==> config.mk <==
export PLATFORM = sky130hd
export DESIGN_NAME = pc_sequencer
export DESIGN_NICKNAME = d
export VERILOG_FILES = /design/src/rtl/mips_pkg.sv /design/src/rtl/pc_sequencer.sv
export SDC_FILE = /design/constraint.sdc
export NUM_CORES = 1
export LEC_CHECK = 0
export CAP_MARGIN = 20
export CORE_AREA = 3 3 82 84
export DETAILED_ROUTE_END_ITERATION = 6
export DIE_AREA = 0 0 85 87
export PLACE_DENSITY = 0.84
export SLEW_MARGIN = 40
export SYNTH_ARGS = -nofsm -noshare
export SYNTH_HDL_FRONTEND = slang
export SYNTH_SLANG_ARGS = --single-unit
==> constraint.sdc <==
create_clock -name clock -period 4.5 [get_ports clock]
set_input_delay 0.9 -clock clock [delete_from_list [all_inputs] [get_ports clock]]
set_output_delay 0.9 -clock clock [all_outputs]
set_load 0.005 [all_outputs]
==> src/rtl/mips_pkg.sv <==
// mips_pkg: shared next-PC mux select codes and sequencer state encoding
package mips_pkg;
  localparam logic [2:0] PCSRC_SEQ = 3'b000;
  localparam logic [2:0] PCSRC_BR  = 3'b001;
  localparam logic [2:0] PCSRC_J   = 3'b010;
  localparam logic [2:0] PCSRC_JR  = 3'b011;
  localparam logic [2:0] PCSRC_EXC = 3'b100;
  localparam logic [1:0] ST_BOOT  = 2'd0;
  localparam logic [1:0] ST_RUN   = 2'd1;
  localparam logic [1:0] ST_FLUSH = 2'd2;
endpackage

==> src/rtl/pc_sequencer.sv <==
// pc_sequencer: owns the PC, selects the next-PC source and flushes the front end after redirects
module pc_sequencer import mips_pkg::*; #(
  parameter int                  PC_WIDTH     = 32,
  parameter logic [PC_WIDTH-1:0] RESET_PC     = '0,
  parameter int                  FLUSH_CYCLES = 1
) (
  input  logic                clock,
  input  logic                reset_n,
  input  logic                stall,
  input  logic                branch_taken,
  input  logic                jump,
  input  logic                jr,
  input  logic                exception,
  input  logic                exc_clear,
  input  logic [PC_WIDTH-1:0] next_pc,
  output logic [2:0]          pc_source,
  output logic                pc_write,
  output logic [PC_WIDTH-1:0] pc,
  output logic                flush,
  output logic [PC_WIDTH-1:0] epc,
  output logic                in_exception
);
  localparam logic [2:0] FLUSH_LOAD = 3'(FLUSH_CYCLES - 1);
  logic [1:0]          r_state;
  logic [2:0]          r_flush_cnt;
  logic [PC_WIDTH-1:0] r_pc;
  logic [PC_WIDTH-1:0] r_epc;
  logic                r_flush;
  logic                r_in_exc;
  logic                w_exc_take;
  logic                w_redirect;
  assign pc           = r_pc;
  assign epc          = r_epc;
  assign flush        = r_flush;
  assign in_exception = r_in_exc;
  // Select the next-PC source by priority; control transfers are only honoured in RUN
  always_comb begin
    w_exc_take = exception && !r_in_exc && r_state != ST_BOOT;
    w_redirect = r_state == ST_RUN && !stall && (jr || jump || branch_taken);
    pc_source  = w_exc_take ? PCSRC_EXC :
                 !w_redirect ? PCSRC_SEQ :
                 jr ? PCSRC_JR : jump ? PCSRC_J : PCSRC_BR;
    pc_write   = r_state != ST_BOOT && (w_exc_take || !stall);
  end
  // PC, exception bookkeeping and the BOOT/RUN/FLUSH sequencing
  always_ff @(posedge clock or negedge reset_n) begin
    if (!reset_n) begin
      r_state     <= ST_BOOT;
      r_flush_cnt <= '0;
      r_pc        <= RESET_PC;
      r_epc       <= '0;
      r_flush     <= 1'b0;
      r_in_exc    <= 1'b0;
    end else begin
      if (pc_write) r_pc <= next_pc;
      if (w_exc_take) r_epc <= r_pc;
      if (w_exc_take) r_in_exc <= 1'b1;
      else if (exc_clear) r_in_exc <= 1'b0;
      if (r_state == ST_BOOT) begin
        r_state <= ST_RUN;
      end else if (w_exc_take || w_redirect) begin
        r_state     <= ST_FLUSH;
        r_flush     <= 1'b1;
        r_flush_cnt <= FLUSH_LOAD;
      end else if (r_state == ST_FLUSH && !stall) begin
        if (r_flush_cnt == '0) begin
          r_state <= ST_RUN;
          r_flush <= 1'b0;
        end else begin
          r_flush_cnt <= r_flush_cnt - 3'd1;
        end
      end
    end
  end
endmodule

## Yosys cells after proc, flatten, opt, wreduce, memory -nomap -nowiden

Cells that the tools add are included.
Widths: inputs -> output; s select.

- Memories: 0
- Latch bits: 0
- Word-level logic and storage cells: 50
- ROM bits: 0
- Register bits: 71
- Output and inout port bits: 70
- Bits in writable memories: 0
- Input bits: 40

- Reductions and logical operators: 23
- Mux-type cells: 16
- Equal/unequal tests: 3
- Bitwise logic cells: 1
- Div/mod/pow operators: 0
- Magnitude comparators: 0
- Multiply operators: 0
- Shift operators: 0
- Add/subtract/negate cells: 1

Operators by type and width:

| cell | count |
|---|---|
| $mux 2 | 7 |
| $mux 3 | 4 |
| $reduce_bool 2->1 | 4 |
| $logic_and 1x1->1 | 6 |
| $reduce_and 3->1 | 2 |
| $reduce_bool 3->1 | 2 |
| $mux 1 | 5 |
| $logic_or 1x1->1 | 4 |
| $logic_not 3->1 | 1 |
| $sub 3x1->3 const B | 1 |
| $eq 2x1->1 const B | 1 |
| $eq 2x2->1 const B | 1 |
| $logic_not 1->1 | 2 |
| $logic_not 2->1 | 1 |
| $ne 2x2->1 const B | 1 |
| $reduce_and 2->1 | 1 |
| $not 1->1 | 1 |

## Logic depth before layout (Yosys ltp)

Gate-level depths: netlist of the first run.

- Depth in word-level cells: 6
- Gate-level depth with buffers: 6
- Mapped depth without buffers: 6

## Least setup slack after synthesis of the first run

Ideal clock, no wire load.

- Kind: input to output
- From: in stall
- To: out pc_source[0]
- Data arrival time: 1.643 ns
- Slack: 1.957 ns
- Data required time: 3.600 ns
- Buffers on the path: 0
- Stages on the path: 2
- Cell sequence: or3b_1 > a2111oi_2

- Word-level cells in the longest chain between the ends: 5

Ends and longest elaborated chain:

| element | RTL line | source |
|---|---|---|
| start, declared | pc_sequencer.sv:9 | `input logic stall,` |
| $logic_not 1->1 | pc_sequencer.sv:39 | `w_redirect = r_state == ST_RUN && !stall && (jr \|\| jump \|\| branch_taken);` |
| $logic_and 1x1->1 (2 in a row) | pc_sequencer.sv:39 |  |
| $mux 2 | pc_sequencer.sv:41 | `!w_redirect ? PCSRC_SEQ :` |
| $mux 3 | pc_sequencer.sv:40 | `pc_source = w_exc_take ? PCSRC_EXC :` |
| end, declared | pc_sequencer.sv:16 | `output logic [2:0] pc_source,` |

Every way passes these cells.

## Worst setup path in the final report of the first run

Ends and elaborated chain as after synthesis.

==> results.tsv, run 1 <==
stage	metric	value	unit
timing	Final min period	3.62	ns
drt	Routed WL	5880	um
timing	hold violation total from the final report	0	
die	I/O pins	110	
timing	Clock Skew	0.00550	ns
clocking	CTS H-tree depth	3	
drt	Pre-Repair DR Iteration Count	4	
finish	fillcell total	440	
timing	Worst Tran Pin Value	0.459	ns
synthesis	leading post-synthesis cells by cell area	dfrtp_1 63%, mux2_2 25%, mux2_1 1.6%	
power	Worst VDD drop	358	uV
power	total power	2.64	mW
finish	proportion of layout cells with a drive suffix above 1	29.0	%
global_routing	vias in the first global route	1990	
synthesis	FF+latch count, synth	71	
worst_setup_path	crit path DAT	2.72	ns
drt	wire per inst	16.1	um
die	Initial Util	46.8	%
finish	Multi-input gate area	938	um2
timing	crit share post-route	80.5	%
synthesis	Synth Warn #	0	
clocking	Post-CTS Repair Setup Buffers	0	
finish	storage element area	1780	um2
clocking	root buffer cell	clkbuf_8	
worst_setup_path	startpoint types	input port	
worst_setup_path	maximum fanout along the worst path	4	
run	maxcap violations	0	
worst_setup_path	Crit. End Element	output port	
clocking	clk buf depth	2	
outcome	status	complete, no violations	
clocking	Clock Pin Slew Worst Setup and Hold Paths	0.07	ns
die	core box area	5990	um2
synthesis	Syn Inst Count	172	
die	Die Wd	85	um
synthesis	area fraction of the dominant cell type after synthesis	63.4	%
synthesis	register area share after synthesis	63.4	%
synthesis	Syn Std Cell Area	2800	um2
power	leakage power	1.69	nW
synthesis	Syn Area/Cell	16.3	um2
timing	Fin Setup TNS	0	ns
global_routing	largest net degree at the start of global routing	37	
finish	Layout Nets	330	
finish	area growth from synthesis to layout	46.1	%
drt	DR iter-0 viols	44	
timing	max frequency	276	MHz
drt	# DRC	0	
worst_setup_path	critical path class	input port to output port	
synthesis	Yosys cell types	23	
die	std cell rows	28	
worst_setup_path	Worst Path Required	3.60	ns
worst_hold_path	Min-Delay Path Class	flip-flop to flip-flop	
drt	vias per cell	4.94	
clocking	post-CTS sizing	0	
timing	max_slew headroom	69.3	%
global_routing	total grt overflow	0	
die	Die Ht	87	um
global_routing	first-pass GRT wire length	9670	um
finish	most frequent cells in the layout	108 x clkdlybuf4s50_1, 71 x dfrtp_1, 61 x mux2_2	
timing	unrepaired setup endpoints after global routing	false	
placement	DPL Wire Length	4190	um
placement	RePlAce Congestion	0.784	
clocking	CTS tree	built	
synthesis	Synthesized Nets	214	
synthesis	top_reg_cell synth	dfrtp_1	
global_routing	initial antenna violation count	0	
placement	Inst Count DP	352	
placement	Post-DP Area	3940	um2
global_routing	total track usage	16.8	%
timing	# setup viols final	0	
clocking	clock sink total	71	
finish	ANT cells	0	
power	PwrDens	644	nW/um2
placement	port bufs	109	
synthesis	ys async rst share	100	%
clocking	hold buffers post-CTS	0	
finish	fin cells	365	
finish	commonest non-fill, non-tap cell in the layout	clkdlybuf4s50_1	
synthesis	number of flops mapped to enable cells by yosys	0	
clocking	worst skew pair latency	0.32	ns
drt	Final ANT Viol Nets	0	
die	die area	7400	um2
clocking	CTS buffer count	9	
drt	Via Count	1803	
timing	Slew Limit Fails	0	
synthesis	area leader, netlist	dfrtp_1	
finish	post-route cell area	4090	um2
[final timing paths]
path,start,slack [ns],cells after the start,end
max in group asynchronous,reset_n,3.15,2,epc[23]
min in group asynchronous,reset_n,0.52,1,pc[16]
min reg2reg,flush,0.50,1,flush
min,flush,0.50,1,flush
max,stall,0.88,4,pc_source[0]
max reg2reg,r_flush_cnt[0],2.74,6,r_flush_cnt[1]
[flip-flops by register name, summed over array words and instances, names as in the netlist]
name and count:
pc 32, epc 32, in_exception 1, r_state 2, flush 1, r_flush_cnt 3
[cells in the mapped netlist (2+ instances only)]
library cell	count
dfrtp_1	71
a21o_1	2
ha_1	2
buf_6	3
inv_1	6
mux2_2	61
mux2_1	4
nor2_1	4
buf_4	4
nor2_4	2
[layer usage]
layer	vias up	global-route usage [%]	routed length (um)
met2	67	26.8	2780
met1	898	20.9	2540
met4	0	7.34	70
li1	831	-	-
met5	-	0	0
met3	7	5.77	485
[area by class of cell]
type	count	share of cell area [%]
Clock buffer	11	3.45
Tap cell	75	2.29
Timing Repair Buffer	112	27.1
Sequential cell	71	43.4
Clock inverter	2	0.244
Multi-Input combinational cell	88	22.9
Inverter	6	0.550
[report_power, final]
part | total (mW) | switching (mW) | internal, mW
registers | 1.09 | 0.172 | 0.917
clock network | 0.409 | 0.205 | 0.204
logic | 1.14 | 0.367 | 0.773
[cell families (layout without fill, tap and decap cells)]
family / count (synthesis) / count (layout) / share of synthesized area [%]
AOI/OAI and AO/OA: 9 / 9 / 2.99
xor gates and xnor gates: 1 / 1 / 0.313
adders and majority gates: 2 / 2 / 0.893
buffers and inverters: 13 / 131 / 3.08
DFF: 71 / 71 / 63.4
muxes: 65 / 65 / 26.1
and+or+nand+nor: 11 / 11 / 3.17
[stage by stage]
| stage | hold WS, ns | setup slack (ns) | utilization (%) |
|---|---|---|---|
| floorplan | 0.474 | 1.96 | - |
| global placement | 0.476 | 0.890 | 65.8 |
| detailed placement | 0.483 | 0.890 | 65.8 |
| CTS | 0.499 | 0.877 | 68.3 |
| global route | 0.517 | 0.826 | 68.3 |
| finish | 0.497 | 0.878 | 68.3 |
[critical path, stage by stage]
cell and delay, ns:
clkdlybuf4s50_1 0.50, or3b_1 0.48, a2111oi_2 0.29, clkdlybuf4s50_1 0.55
Power figures use the tool's default switching activity.
==> run 2, diff against run 1 <==
--- a/config.mk
+++ b/config.mk
@@ -6,10 +6,10 @@
 export NUM_CORES = 1
 export LEC_CHECK = 0
 export CAP_MARGIN = 20
-export CORE_AREA = 3 3 82 84
+export CORE_AREA = 3 3 89 91
 export DETAILED_ROUTE_END_ITERATION = 6
-export DIE_AREA = 0 0 85 87
-export PLACE_DENSITY = 0.84
+export DIE_AREA = 0 0 92 94
+export PLACE_DENSITY = 0.76
 export SLEW_MARGIN = 40
 export SYNTH_ARGS = -nofsm -noshare
 export SYNTH_HDL_FRONTEND = slang
==> constraint.sdc (replaced) <==
create_clock -name clock -period 3.11 [get_ports clock]
set_input_delay 0.622 -clock clock [delete_from_list [all_inputs] [get_ports clock]]
set_output_delay 0.622 -clock clock [all_outputs]
set_load 0.005 [all_outputs]
==> run 2 against run 1 <==
Against the previous run: critical path depth stayed put; clock-buffer cell count stayed put; non-clock buffer count is 2 higher; clock skew is 0.0017 ns higher; worst hold slack worse by 0.17 ns; clock power is 57% higher; global-route usage is 2.8 points lower; worst setup slack worse by 0.75 ns; routed wire length is 2.7% lower; sequential share of layout area is 0.69 points lower; register-to-register slack worse by 1.4 ns; via count is 2.1% lower.
==> results.tsv, run 2 (synthesized netlist as in run 1, its figures left out) <==
stage	metric	value	unit
finish	fillcell total	603	
die	die area	8650	um2
drt	wire per inst	14.5	um
drt	vias per cell	4.48	
power	PwrDens	925	nW/um2
timing	Slew Limit Fails	0	
global_routing	total grt overflow	0	
worst_setup_path	crit path from	stall	
die	Initial Util	38.8	%
finish	Layout Nets	332	
placement	port bufs	109	
worst_setup_path	delay-heaviest family, CP	buffers and inverters	
timing	hold violation total from the final report	0	
placement	RePlAce Congestion	0.675	
die	I/O pins	110	
timing	max frequency	335	MHz
clocking	post-CTS sizing	0	
worst_hold_path	Min-Delay Path Class	input port to asynchronous set/reset pin	
clocking	clk buf depth	2	
power	Comb power frac	42.7	%
die	core box area	7210	um2
timing	# setup viols final	0	
finish	proportion of layout cells with a drive suffix above 1	30.2	%
worst_setup_path	Crit. End Element	output port	
global_routing	vias in the first global route	1907	
power	Sequential Power Share	40.6	%
finish	ANT cells	0	
worst_setup_path	critical path class	input port to output port	
worst_setup_path	crit path DAT	2.36	ns
power	total power	3.85	mW
outcome	status	complete, no violations	
drt	Routed WL	5720	um
finish	most frequent cells in the layout	108 x clkdlybuf4s50_1, 71 x dfrtp_1, 61 x mux2_2	
clocking	CTS tree	built	
clocking	Post-CTS Repair Setup Buffers	0	
drt	# DRC	0	
die	Die Ht	94	um
die	Die Wd	92	um
worst_setup_path	startpoint types	input port	
timing	Final min period	2.99	ns
drt	Pre-Repair DR Iteration Count	3	
clocking	CTS H-tree depth	3	
finish	commonest non-fill, non-tap cell in the layout	clkdlybuf4s50_1	
drt	Final ANT Viol Nets	0	
power	leakage power	1.70	nW
timing	Worst Tran Pin Value	0.457	ns
die	std cell rows	31	
clocking	CTS buffer count	9	
run	maxcap violations	0	
finish	area growth from synthesis to layout	48.5	%
global_routing	first-pass GRT wire length	9320	um
worst_setup_path	worst-case reg-to-reg path depth	4	
clocking	root buffer cell	clkbuf_8	
worst_setup_path	FF-to-FF Start	in_exception	
power	Net Switching	1.09	mW
drt	Via Count	1766	
global_routing	total track usage	14.0	%
worst_setup_path	crit-path most repeated cell	clkdlybuf4s50_1	
timing	unrepaired setup endpoints after global routing	false	
worst_setup_path	max incr delay on CP	0.55	ns
power	switch share	28.4	%
worst_setup_path	slowest CP cell	clkdlybuf4s50_1	
clocking	Clock Pin Slew Worst Setup and Hold Paths	0.07	ns
power	Worst VDD drop	492	uV
global_routing	largest net degree at the start of global routing	37	
timing	final hold slack	0.324	ns
worst_setup_path	Buf/Inv on CP	2	
worst_setup_path	Worst Path Required	2.49	ns
drt	DR iter-0 viols	30	
timing	crit share post-route	96.0	%
placement	DPL Wire Length	4090	um
clocking	worst skew pair latency	0.34	ns
clocking	clock sink total	71	
worst_setup_path	crit path cell chain	clkdlybuf4s50_1 -> or3b_1 -> a2111oi_2 -> clkdlybuf4s50_1	
power	Int Pwr	2.75	mW
timing	Fin Setup TNS	0	ns
timing	Clock Skew	0.00723	ns
timing	max_slew headroom	69.5	%
clocking	hold buffers post-CTS	0	
worst_setup_path	critical path depth	4	
worst_setup_path	maximum fanout along the worst path	3	
power	Clock power frac	16.7	%
global_routing	initial antenna violation count	0	
run 2: layout make-up:
type,count,area [um2],area share [%]
multi-input combinational,88,938,22.6
clock inverter,5,33.8,0.812
timing repair buffer,114,1120,27.0
clock buffer,11,141,3.40
sequential,71,1780,42.7
tap,99,124,2.98
inverter,6,22.5,0.541
run 2: power groups by stage:
stage / Combinational (mW) / Clock (mW) / Sequential, mW
floorplan: 0.701 / 0 / 1.59
global placement: 1.65 / 0 / 1.57
detailed placement: 1.67 / 0 / 1.58
CTS: 1.68 / 0.670 / 1.57
global route: 1.78 / 0.709 / 1.62
finish: 1.64 / 0.641 / 1.56
run 2: layer usage:
layer / wire length, um / vias to the layer above / track usage (%)
li1: - / 844 / -
met1: 2450 / 847 / 16.9
met2: 2680 / 68 / 21.9
met3: 502 / 7 / 5.61
met4: 97 / 0 / 6.68
met5: 0 / - / 0
run 2: worst paths after layout:
| kind | endpoint | slack (ns) |
|---|---|---|
| max in group asynchronous | epc[11] | 2.46 |
| hold reg to reg | flush | 0.49 |
| min in group clock | flush | 0.49 |
| hold / removal | pc[21] | 0.32 |
| setup / recovery | pc_source[0] | 0.12 |
| setup reg to reg | pc[22] | 1.36 |
run 2: metrics by stage:
step / util [%] / std cells / setup WS [ns] / instance area (um2)
2_1_floorplan: - / 172 / 1.12 / 2800
3_3_place_gp: 55.2 / 378 / 0.170 / 3990
3_5_place_dp: 55.2 / 378 / 0.113 / 3990
4_1_cts: 57.7 / 394 / 0.106 / 4160
5_1_grt: 57.7 / 394 / 0.0111 / 4160
6_report: 57.7 / 394 / 0.125 / 4160
